==> src/rtl/poly_mac_accum_if.sv <==
// Request/result bundle between the multiply sequencer and its requester.
//
// Handshake: the master raises start together with a stable b_in. The request
// is accepted only while busy is low and the block is idle. Once accepted,
// busy stays high through the load and run phases, and further starts are
// dropped rather than queued. done pulses for one cycle when result becomes
// valid. result then holds until the next done pulse.
interface poly_mac_accum_if #(
  parameter int ACC_W = 2
);
  logic               start;
  logic [7:0]         b_in;
  logic               busy;
  logic               done;
  logic [4*ACC_W-1:0] result;

  modport master (
    output start, b_in,
    input  busy, done, result
  );

  modport slave (
    input  start, b_in,
    output busy, done, result
  );
endinterface

==> src/rtl/poly_mac_accum.sv <==
// Sequencer and multiply-accumulate stage for a 4-term cyclic polynomial
// product C = A*B mod (x^4 - 1).
// Operand A is held in an external rotating coefficient register, which this
// block loads and then rotates. Operand B is captured locally when a request
// is accepted. On each of four run cycles, every A slot is multiplied by one
// B coefficient and the product is added into its own accumulator.
module poly_mac_accum #(
  parameter int ACC_W = 2
) (
  input  logic                 clk,
  input  logic                 reset,
  poly_mac_accum_if.slave      bus,
  input  logic [1:0]           coef0,
  input  logic [1:0]           coef1,
  input  logic [1:0]           coef2,
  input  logic [1:0]           coef3,
  output logic                 csr_load,
  output logic [1:0]           state_dbg
);

  typedef enum logic [1:0] {
    S_IDLE = 2'd0,
    S_LOAD = 2'd1,
    S_RUN  = 2'd2,
    S_DONE = 2'd3
  } state_t;

  state_t             state_q;
  logic [1:0]         step_q;
  logic [7:0]         b_q;
  logic [ACC_W-1:0]   acc_q [4];
  logic [4*ACC_W-1:0] result_q;
  logic               busy_q;
  logic               done_q;
  logic               load_q;

  logic [1:0]         coef_w [4];
  logic [1:0]         bidx_w;
  logic [1:0]         bsel_w;
  logic [3:0]         prod_w [4];
  logic [7:0]         prod_ext_w [4];
  logic [ACC_W-1:0]   acc_d [4];

  // One B coefficient per step is selected, in the order b0, b3, b2, b1.
  // Because the register rotates by one slot each step, this order lines up
  // with the cyclic convolution. Each 4-bit product is truncated or
  // zero-extended to the accumulator width, and the sum wraps.
  always_comb begin
    coef_w[0] = coef0;
    coef_w[1] = coef1;
    coef_w[2] = coef2;
    coef_w[3] = coef3;
    bidx_w    = 2'd0 - step_q;
    bsel_w    = b_q[{bidx_w, 1'b0} +: 2];
    for (int i = 0; i < 4; i++) begin
      prod_w[i]     = {2'b00, coef_w[i]} * {2'b00, bsel_w};
      prod_ext_w[i] = {4'b0000, prod_w[i]};
      acc_d[i]      = acc_q[i] + prod_ext_w[i][ACC_W-1:0];
    end
  end

  // Control FSM: state, step counter, operand capture, accumulators and all
  // outputs are registered. No output depends combinationally on an input.
  always_ff @(posedge clk or negedge reset) begin
    if (!reset) begin
      state_q  <= S_IDLE;
      step_q   <= 2'd0;
      b_q      <= 8'd0;
      result_q <= '0;
      busy_q   <= 1'b0;
      done_q   <= 1'b0;
      load_q   <= 1'b0;
      for (int i = 0; i < 4; i++) acc_q[i] <= '0;
    end else begin
      case (state_q)
        S_IDLE: begin
          done_q <= 1'b0;
          if (bus.start) begin
            state_q <= S_LOAD;
            b_q     <= bus.b_in;
            step_q  <= 2'd0;
            busy_q  <= 1'b1;
            load_q  <= 1'b1;
            for (int i = 0; i < 4; i++) acc_q[i] <= '0;
          end
        end
        S_LOAD: begin
          // The coefficient register captures A at the end of this cycle.
          load_q  <= 1'b0;
          state_q <= S_RUN;
        end
        S_RUN: begin
          for (int i = 0; i < 4; i++) acc_q[i] <= acc_d[i];
          step_q <= step_q + 2'd1;
          if (step_q == 2'd3) begin
            // Take the result from the final sum so that it is valid during DONE.
            for (int i = 0; i < 4; i++) result_q[i*ACC_W +: ACC_W] <= acc_d[i];
            state_q <= S_DONE;
            busy_q  <= 1'b0;
            done_q  <= 1'b1;
          end
        end
        S_DONE: begin
          done_q  <= 1'b0;
          state_q <= S_IDLE;
        end
        default: begin
          state_q <= S_IDLE;
        end
      endcase
    end
  end

  assign bus.busy   = busy_q;
  assign bus.done   = done_q;
  assign bus.result = result_q;
  assign csr_load   = load_q;
  assign state_dbg  = state_q;

endmodule

==> src/flat_wrapper.sv <==
// flat-port wrapper written by rule: the top's interface ports become plain ports
module poly_mac_accum_flat 
#(
  parameter int ACC_W = 2
)
  (clk, reset, coef0, coef1, coef2, coef3, csr_load, state_dbg, bus_start, bus_b_in, bus_busy, bus_done, bus_result);
  poly_mac_accum_if #(.ACC_W(ACC_W)) bus_i ();
  input  logic clk;
  input  logic reset;
  input  logic [1:0] coef0;
  input  logic [1:0] coef1;
  input  logic [1:0] coef2;
  input  logic [1:0] coef3;
  output logic csr_load;
  output logic [1:0] state_dbg;
  input wire logic [$bits(bus_i.start)-1:0] bus_start;
  input wire logic [$bits(bus_i.b_in)-1:0] bus_b_in;
  output wire logic [$bits(bus_i.busy)-1:0] bus_busy;
  output wire logic [$bits(bus_i.done)-1:0] bus_done;
  output wire logic [$bits(bus_i.result)-1:0] bus_result;
  assign bus_i.start = bus_start;
  assign bus_i.b_in = bus_b_in;
  assign bus_busy = bus_i.busy;
  assign bus_done = bus_i.done;
  assign bus_result = bus_i.result;
  poly_mac_accum #(.ACC_W(ACC_W)) u_core (.clk(clk), .reset(reset), .bus(bus_i), .coef0(coef0), .coef1(coef1), .coef2(coef2), .coef3(coef3), .csr_load(csr_load), .state_dbg(state_dbg));
endmodule
==> config.mk <==
export PLATFORM = sky130hd
export DESIGN_NAME = poly_mac_accum_flat
export DESIGN_NICKNAME = d
export VERILOG_FILES = /design/src/rtl/poly_mac_accum_if.sv /design/src/rtl/poly_mac_accum.sv /design/src/flat_wrapper.sv
export SDC_FILE = /design/constraint.sdc
export NUM_CORES = 1
export LEC_CHECK = 0
export ABC_AREA = 1
export CAP_MARGIN = 20
export CORE_MARGIN = 3
export CORE_UTILIZATION = 40
export CTS_CLUSTER_SIZE = 28
export DETAILED_ROUTE_END_ITERATION = 7
export PLACE_DENSITY_LB_ADDON = 0.12
export SKIP_LAST_GASP = 1
export SLEW_MARGIN = 20
export SYNTH_ARGS = -nofsm -noshare
export SYNTH_HDL_FRONTEND = slang
export SYNTH_SLANG_ARGS = --single-unit
export TNS_END_PERCENT = 10
==> constraint.sdc <==
create_clock -name clk -period 3 [get_ports clk]
set_input_delay 0.45 -clock clk [delete_from_list [all_inputs] [get_ports clk]]
set_output_delay 0.45 -clock clk [all_outputs]
set_load 0.03 [all_outputs]
After elaboration in Yosys (flattened, before gate mapping)
Index checks and enable logic that the tools add are counted. Widths: inputs -> output; s select.

Word-level logic and storage cells: 53. Flip-flop bits (word level): 31. Bits of input ports: 19. Output and inout port bits: 13.

Multiply operators: 4. Muxes and demuxes: 13. $add $sub $neg: 6. Equal/unequal tests: 6. Shift operators: 1. Reductions and logical operators: 12.

Operator list (count): $pmux 8 s2 (1); $reduce_and 2->1 (6); $add 2x2->2 (4); $mul 2x2->2 (4); $mux 8 (1); $pmux 2 s4 (1); $shiftx 8x4->2 (1); $eq 2x2->1 const B (3); $mux 2 (3); $pmux 1 s2 (3); $reduce_bool 2->1 (3); $pmux 2 s2 (1); $mux 1 (3); $reduce_and 3->1 (1); $add 2x1->2 const B (1); $eq 2x1->1 const B (1); $logic_not 2->1 (1); $ne 2x1->1 const B (1); $ne 2x2->1 const B (1); $reduce_or 2->1 (1); $sub 1x2->2 const A (1).

Depth between registers and ports, before layout
Gate-level depths: netlist (run 1).

Word-level depth: 5. Gate-level depth with buffers: 14. Depth with buffers taken out: 13.

Worst setup path after synthesis (run 1)
No wires, ideal clock.

Kind: flip-flop to flip-flop. From: register u_core.step_q[0]. To: register u_core.acc_q[5] in the netlist's numbering. Setup slack: 0.884 ns. Arrival: 1.999 ns. Setup time: 0.117 ns. Required time: 2.883 ns. Period minus slack after synthesis: 2.116 ns. Stages on the path, launching flop included: 14. Cells stage by stage: dfrtp_1 -> ha_1 -> inv_2 -> nand3_2 -> buf_6 -> nand2_1 -> nor2_1 -> ha_1 -> xnor2_1 -> nand4_2 -> nand2_1 -> nand2_1 -> nand3_1 -> nand2_1.

Longest elaborated chain between the ends: 5.

Ends and longest elaborated chain: start, declared (RTL line poly_mac_accum.sv:29) `logic [1:0] step_q;`; start signal, assigned (RTL line poly_mac_accum.sv:94) `step_q <= step_q + 2'd1;`; $sub 1x2->2 (RTL line poly_mac_accum.sv:53) `bidx_w = 2'd0 - step_q;`; $shiftx 8x4->2 (RTL line poly_mac_accum.sv:54) `bsel_w = b_q[{bidx_w, 1'b0} +: 2];`; $mul 2x2->2 (RTL line poly_mac_accum.sv:56) `prod_w[i] = {2'b00, coef_w[i]} * {2'b00, bsel_w};`; $add 2x2->2 (RTL line poly_mac_accum.sv:58) `acc_d[i] = acc_q[i] + prod_ext_w[i][ACC_W-1:0];`; $pmux 8 s2 (RTL line poly_mac_accum.sv:75) `case (state_q)`; end, declared (RTL line poly_mac_accum.sv:31) `logic [ACC_W-1:0] acc_q [4];`.

Every way passes these cells. A chain may end at the register's enable or synchronous reset.

Worst setup path in the final report (run 1)
From: register u_core.step_q[0]. To: register u_core.result_q[3], in the netlist u_core.bus.result[3].

Longest elaborated chain between the ends: 4.

Ends and longest elaborated chain: $sub 1x2->2 (RTL line poly_mac_accum.sv:53); $shiftx 8x4->2 (RTL line poly_mac_accum.sv:54); $mul 2x2->2 (RTL line poly_mac_accum.sv:56); $add 2x2->2 (RTL line poly_mac_accum.sv:58); end signal, assigned (RTL line poly_mac_accum.sv:69) `result_q <= '0;`; end, declared (RTL line poly_mac_accum.sv:32) `logic [4*ACC_W-1:0] result_q;`.

Parallel ways exist; a longest one is shown, timed or not.

==> results.md, run 1 <==
- Status: complete, no violations
- Post-synthesis sequential area ratio: 44.7%
- Endpoints failing setup: 0
- Cell variety after synth: 21
- Mapped Area: 1730 um2
- Arrival @ worst endpoint: 2.53 ns
- Worst EP required: 3.17 ns
- Largest net degree at the start of global routing: 32
- Placement Rows: 23
- P per Cell Area: 1260 nW/um2
- DR WL/cell: 11.6 um
- GPL Wtd Cong: 0.809
- Clock-pin slew of the registers on the worst-case setup and hold paths: 0.07 ns
- Sequential cell area: 776 um2
- Detailed-route DRC error count: 0
- FF-to-FF setup slack: 0.64 ns
- Final nets: 287
- First drt pass iteration count: 4
- Final WL: 3610 um
- Average cell area after synthesis: 7.71 um2
- Port Buffers: 31
- Num CTS Buffers: 5
- Via-per-instance ratio: 4.74
- Gr ovfl total: 0
- Multi-input logic area: 807 um2
- RSZ-0062 raised after global routing: no
- Synthesized Nets: 252
- Crit path time final: 2.36 ns
- Die extent in x: 71.8 um
- Postcts setup bufs: 0
- H-tree Lvls: 2
- Resize count post-CTS: 0
- Ratio of cells with drive above 1 in the final layout: 9.58%
- First-pass GRT wire length: 6330 um
- Number of I/O pins: 32
- DP Wirelength: 2700 um
- Setup_tns: 0 ns
- CTS Hold Bufs: 0
- Fin crit share: 78.7%
- Fill cells: 402
- WS Path Type: reg -> reg
- Leakage Power: 0.00115 uW
- VDD IR max: 0.000429 V
- Critical-path maximum fanout: 12
- Clock skew: 0.00714 ns
- Final Slew Violations: 0
- Final hold viol count: 0
- Ant diodes: 0
- Element type at the critical path end: flip-flop
- Mapped Cells: 225
- Final ANT Viol Nets: 0
- Startpoint types: flip-flop
- Starting Density: 42.4%
- Worst-skew pair later-pin latency: 0.28 ns
- TritonCTS clock tree: yes
- DR iter-0 viols: 57
- Total of max-cap violations: 0
- Root Driver: clkbuf_8
- Routed vias: 1474
- Design Power: 2790 uW
- PnR worst setup slack: 0.640 ns
- Vias in the first global route: 1420
- CTS Buffer Depth: 2
- Core Region: 4090 um2
- Rel. slew slack: 67.9%
- Die Ht: 71.8 um
- GR Util All Layers: 15.8%
- Clock Sinks: 31
- Max Fclk: 424 MHz
- Ys Warns: 0
- Die Footprint: 5160 um2
- Area grow syn2layout: 27.8%
- Synthesis-stage register bit count: 31
- Initial antenna violation count: 0
- Worst hold-check path type: reg -> reg
- Slew of the pin with the lowest slew margin: 0.479 ns
- Place WS: 0.655 ns
==> layout by cell type (no fill, tap or decap) <==
| cell type | n |
|---|---|
| nand2_1 | 88 |
| clkdlybuf4s50_1 | 31 |
| dfrtp_1 | 31 |
| inv_1 | 28 |
| o21ai_0 | 13 |
| nand3_1 | 12 |
| nor2_1 | 9 |
| nand4_1 | 9 |
| ha_1 | 8 |
| nand2_2 | 7 |
| nand3_2 | 6 |
| clkbuf_8 | 5 |
| inv_2 | 2 |
| clkinv_1 | 2 |
| bufinv_16 | 2 |
| nand3_4 | 1 |
| xnor2_1 | 1 |
| nand4_2 | 1 |
| nand3b_1 | 1 |
| a21oi_1 | 1 |
| o22ai_1 | 1 |
| clkbuf_1 | 1 |
| buf_4 | 1 |
==> logic make-up (layout without fill, tap and decap cells) <==
family | Yosys count | in the layout | synth area share, %
xor gates and xnor gates | 1 | 1 | 0.505
adders and majority gates | 8 | 8 | 5.77
AOI/OAI and AO/OA | 15 | 15 | 4.40
buffers and inverters | 36 | 72 | 8.73
and+or+nand+nor | 134 | 134 | 35.9
DFF | 31 | 31 | 44.7
==> area by class of cell <==
type	count	share of cell area (%)
multi-input cells	158	36.4
flip-flops and latches	31	35.0
repair buffers	32	14.3
inverters	32	5.42
clock buffers	6	3.27
well taps	50	2.82
clock inverters	2	2.71
==> cell usage after synthesis (all sizes together) <==
library cell,n,area share [%]
nand2,95,22
dfrtp,31,45
inv,30,6.5
nand3,19,7.9
o21ai,13,3.8
nand4,10,4.0
nor2,9,1.9
ha,8,5.8
buf,3,1.6
clkinv,2,0.43
a21oi,1,0.29
clkbuf,1,0.22
nand3b,1,0.43
o22ai,1,0.36
xnor2,1,0.51
==> critical path, stage by stage (launching register included) <==
cell and delay, ns:
dfrtp_1 0.44, ha_1 0.39, inv_2 0.11, nand3_2 0.24
nand2_1 0.22, nor2_1 0.06, ha_1 0.18, xnor2_1 0.20
nand4_2 0.13, nand2_1 0.08, nand2_1 0.06, nand3_1 0.08
nand2_1 0.05
==> final timing paths <==
check / start / to / cells past startpoint
max in group asynchronous: reset / u_core.bus.result[3]$_DFFE_PN0P_ / 2
setup / recovery: u_core.step_q[0]$_DFFE_PN0P_ / u_core.bus.result[3]$_DFFE_PN0P_ / 12
min in group asynchronous: reset / u_core.acc_q[7]$_DFFE_PN0P_ / 2
hold reg to reg: u_core.bus.result[7]$_DFFE_PN0P_ / u_core.bus.result[7]$_DFFE_PN0P_ / 2
setup reg to reg: u_core.step_q[0]$_DFFE_PN0P_ / u_core.bus.result[3]$_DFFE_PN0P_ / 12
hold / removal: u_core.bus.result[7]$_DFFE_PN0P_ / u_core.bus.result[7]$_DFFE_PN0P_ / 2
==> per-stage QoR <==
step	hold slack [ns]	instances	util (%)	instance area (um2)
floorplan	0.154	225	-	1730
global placement	0.467	303	51.0	2080
detailed placement	0.466	303	51.0	2080
CTS	0.483	311	54.2	2220
global route	0.503	311	54.2	2220
finish	0.481	311	54.2	2220
==> routing by layer <==
layer / track usage [%] / vias to the layer above / part of all wire (%)
li1: - / 775 / -
met1: 21.4 / 675 / 49
met2: 24.5 / 22 / 47
met3: 3.65 / 2 / 3.6
met4: 6.26 / 0 / 0.47
met5: 0 / - / 0
==> report_power, final <==
group	switching, uW	leakage (uW)	internal (uW)	total, uW
logic	991	0.000699	561	1550
clock network	156	0.0000654	332	488
registers	130	0.000385	621	750
==> state kept, by name, indices dropped and copies added, names as in the netlist <==
register / flops
u_core.bus.done: 1
u_core.b_q: 8
u_core.csr_load: 1
u_core.acc_q: 8
u_core.state_dbg: 2
u_core.step_q: 2
u_core.bus.result: 8
u_core.bus.busy: 1
Power figures use the tool's default switching activity.
==> run 2, diff against run 1 <==
==> constraint.sdc (replaced) <==
create_clock -name clk -period 1.97 [get_ports clk]
set_input_delay 0.2955 -clock clk [delete_from_list [all_inputs] [get_ports clk]]
set_output_delay 0.2955 -clock clk [all_outputs]
set_load 0.03 [all_outputs]
==> run 2 against run 1 <==
Net effect:
- global-route usage decreased by 0.10 points
- sequential power increased by 52%
- total power increased by 54%
- critical endpoint unchanged
- largest power group unchanged
==> results.md, run 2 (same netlist as run 1, synthesis figures left out) <==
- Status: complete, no violations (unchanged)
- Element type at the critical path end: flip-flop (unchanged)
- Final nets: 296 (was 287)
- Crit path time final: 1.83 ns (was 2.36 ns)
- Die extent in x: 71.8 um (unchanged)
- DP Wirelength: 2690 um (was 2700 um)
- Routed vias: 1495 (was 1474)
- Rel. slew slack: 72.6% (was 67.9%)
- Total of max-cap violations: 0 (unchanged)
- Detailed-route DRC error count: 0 (unchanged)
- Setup_tns: 0 ns (unchanged)
- Worst hold-check path type: in -> async (was reg -> reg)
- Final WL: 3690 um (was 3610 um)
- Most used cell, CP: nand2_1 (unchanged)
- VDD IR max: 0.000834 V (was 0.000429 V)
- Finished layout cell area: 2270 um2 (was 2220 um2)
- Largest net degree at the start of global routing: 32 (unchanged)
- H-tree Lvls: 2 (unchanged)
- CTS Buffer Depth: 2 (unchanged)
- TritonCTS clock tree: yes (unchanged)
- Area grow syn2layout: 31.0% (was 27.8%)
- Max Fclk: 547 MHz (was 424 MHz)
- Slowest cell on crit path: dfrtp_1 (unchanged)
- Critical-path maximum fanout: 4 (was 12)
- Placement Rows: 23 (unchanged)
- Worst-skew pair later-pin latency: 0.28 ns (about the same)
- Placed Area: 2160 um2 (was 2080 um2)
- Most frequent cells in the layout: nand2_1, clkdlybuf4s50_1, dfrtp_1, inv_1, o21ai_0 (unchanged)
- Num CTS Buffers: 5 (unchanged)
- Fin Hold WS: 0.407 ns (was 0.481 ns)
- Number of I/O pins: 32 (unchanged)
- First drt pass iteration count: 4 (unchanged)
- DR iter-0 viols: 79 (was 57)
- Die Footprint: 5160 um2 (unchanged)
- Initial antenna violation count: 0 (unchanged)
- Worst EP required: 2.14 ns (was 3.17 ns)
- Ant diodes: 0 (unchanged)
- Final Slew Violations: 0 (unchanged)
- Fin crit share: 92.9% (was 78.7%)
- Final ANT Viol Nets: 0 (unchanged)
- Leakage Power: 0.00118 uW (was 0.00115 uW)
- WP buf/inv: 1 (unchanged)
- Crit-path cells: ha_4, inv_2, nand3_2, nand2_2, nor2_1, ha_2, xnor2_2, nand4_2, nand2_1, nand2_1, nand3_1, nand2_1 (was ha_1, inv_2, nand3_2, nand2_1, nor2_1, ha_1, xnor2_1, nand4_2, nand2_1, nand2_1, nand3_1, nand2_1)
- Core Region: 4090 um2 (unchanged)
- GR Util All Layers: 15.7% (was 15.8%)
- Vias in the first global route: 1391 (was 1420)
- Slew of the pin with the lowest slew margin: 0.412 ns (was 0.479 ns)
- First-pass GRT wire length: 6320 um (was 6330 um)
- Port Buffers: 31 (unchanged)
- RSZ-0062 raised after global routing: no (unchanged)
- Gr ovfl total: 0 (unchanged)
- DR WL/cell: 11.5 um (was 11.6 um)
- Via-per-instance ratio: 4.67 (was 4.74)
- Root Driver: clkbuf_8 (unchanged)
- Final hold viol count: 0 (unchanged)
- Clock Sinks: 31 (unchanged)
- Clock-pin slew of the registers on the worst-case setup and hold paths: 0.06 ns (was 0.07 ns)
- CP max stage delay: 0.41 ns (was 0.44 ns)
- P per Cell Area: 1900 nW/um2 (was 1260 nW/um2)
- Starting Density: 42.4% (unchanged)
- Arrival @ worst endpoint: 2.00 ns (was 2.53 ns)
- Top delay family on crit path: simple AND/OR/NAND/NOR gates (unchanged)
- WS Path Type: reg -> reg (unchanged)
- Ratio of cells with drive above 1 in the final layout: 14.4% (was 9.58%)
- Multi-input logic area: 832 um2 (was 807 um2)
- GPL Wtd Cong: 0.737 (was 0.809)
- Endpoints failing setup: 0 (unchanged)
- Commonest non-fill, non-tap cell in the layout: nand2_1 (unchanged)
- Sequential cell area: 777 um2 (was 776 um2)
- Fill cells: 393 (was 402)
- Die Ht: 71.8 um (unchanged)
- Startpoint types: flip-flop (unchanged)
- Clock skew: 0.00926 ns (was 0.00714 ns)
==> run 2: final timing paths <==
path                                         startpoint                                to  slack [ns]  depth (start not counted)
min                                               reset       u_core.acc_q[3]$_DFFE_PN0P_        0.41                          2
max in group asynchronous                         reset      u_core.step_q[0]$_DFFE_PN0P_        1.24                          2
min reg2reg                   u_core.b_q[3]$_DFFE_PN0P_         u_core.b_q[3]$_DFFE_PN0P_        0.48                          2
max                        u_core.step_q[1]$_DFFE_PN0P_  u_core.bus.result[3]$_DFFE_PN0P_        0.14                         12
max reg2reg                u_core.step_q[1]$_DFFE_PN0P_  u_core.bus.result[3]$_DFFE_PN0P_        0.14                         12
min in group clk              u_core.b_q[3]$_DFFE_PN0P_         u_core.b_q[3]$_DFFE_PN0P_        0.48                          2
==> run 2: what timing repair did <==
item	4_1_cts	5_1_grt
hold endpoints to repair	0	0
buffers inserted	1	1
endpoints found under the setup margin	1	3
resized for setup	0	3
pin swaps	0	5
hold buffers	0	0
==> run 2: cell type report <==
class,count,area share [%]
clock inverters,1,0.220
clock buffers,7,3.80
well taps,50,2.75
flip-flops and latches,31,34.2
repair buffers,41,17.0
multi-input cells,158,36.6
inverters,32,5.40
==> run 2: layer usage <==
metal	vias up	share of wire (%)	GRT usage (%)
met3	6	4.1	4.21
li1	795	-	-
met2	24	45	25.1
met5	-	0	0
met1	670	49	20.7
met4	0	1.2	5.01
==> run 2: stage by stage <==
stage	setup slack (ns)	utilization, %	cells	total power, uW
after global routing	0.00932	55.6	320	4710
final	0.140	55.6	320	4310
after floorplan	0.00186	-	225	3020
after global placement	0.0933	52.8	310	3710
after detailed placement	0.0150	52.8	310	3750
after CTS	0.0411	55.2	319	4310
==> run 2: power breakdown <==
| part | total, uW | internal (uW) | switching [uW] |
|---|---|---|---|
| Clock | 516 | 281 | 234 |
| Sequential | 1140 | 947 | 190 |
| Combinational | 2660 | 1050 | 1600 |
==> run 2: worst register-to-register path: cells and delay by family, from the launching register on <==
family,cells,cell delay [ns]
adder cells (fa/ha/maj),2,0.45
XOR/XNOR,1,0.18
flip-flops,1,0.41
AND/OR/NAND/NOR,8,0.61
buffers and inverters,1,0.07
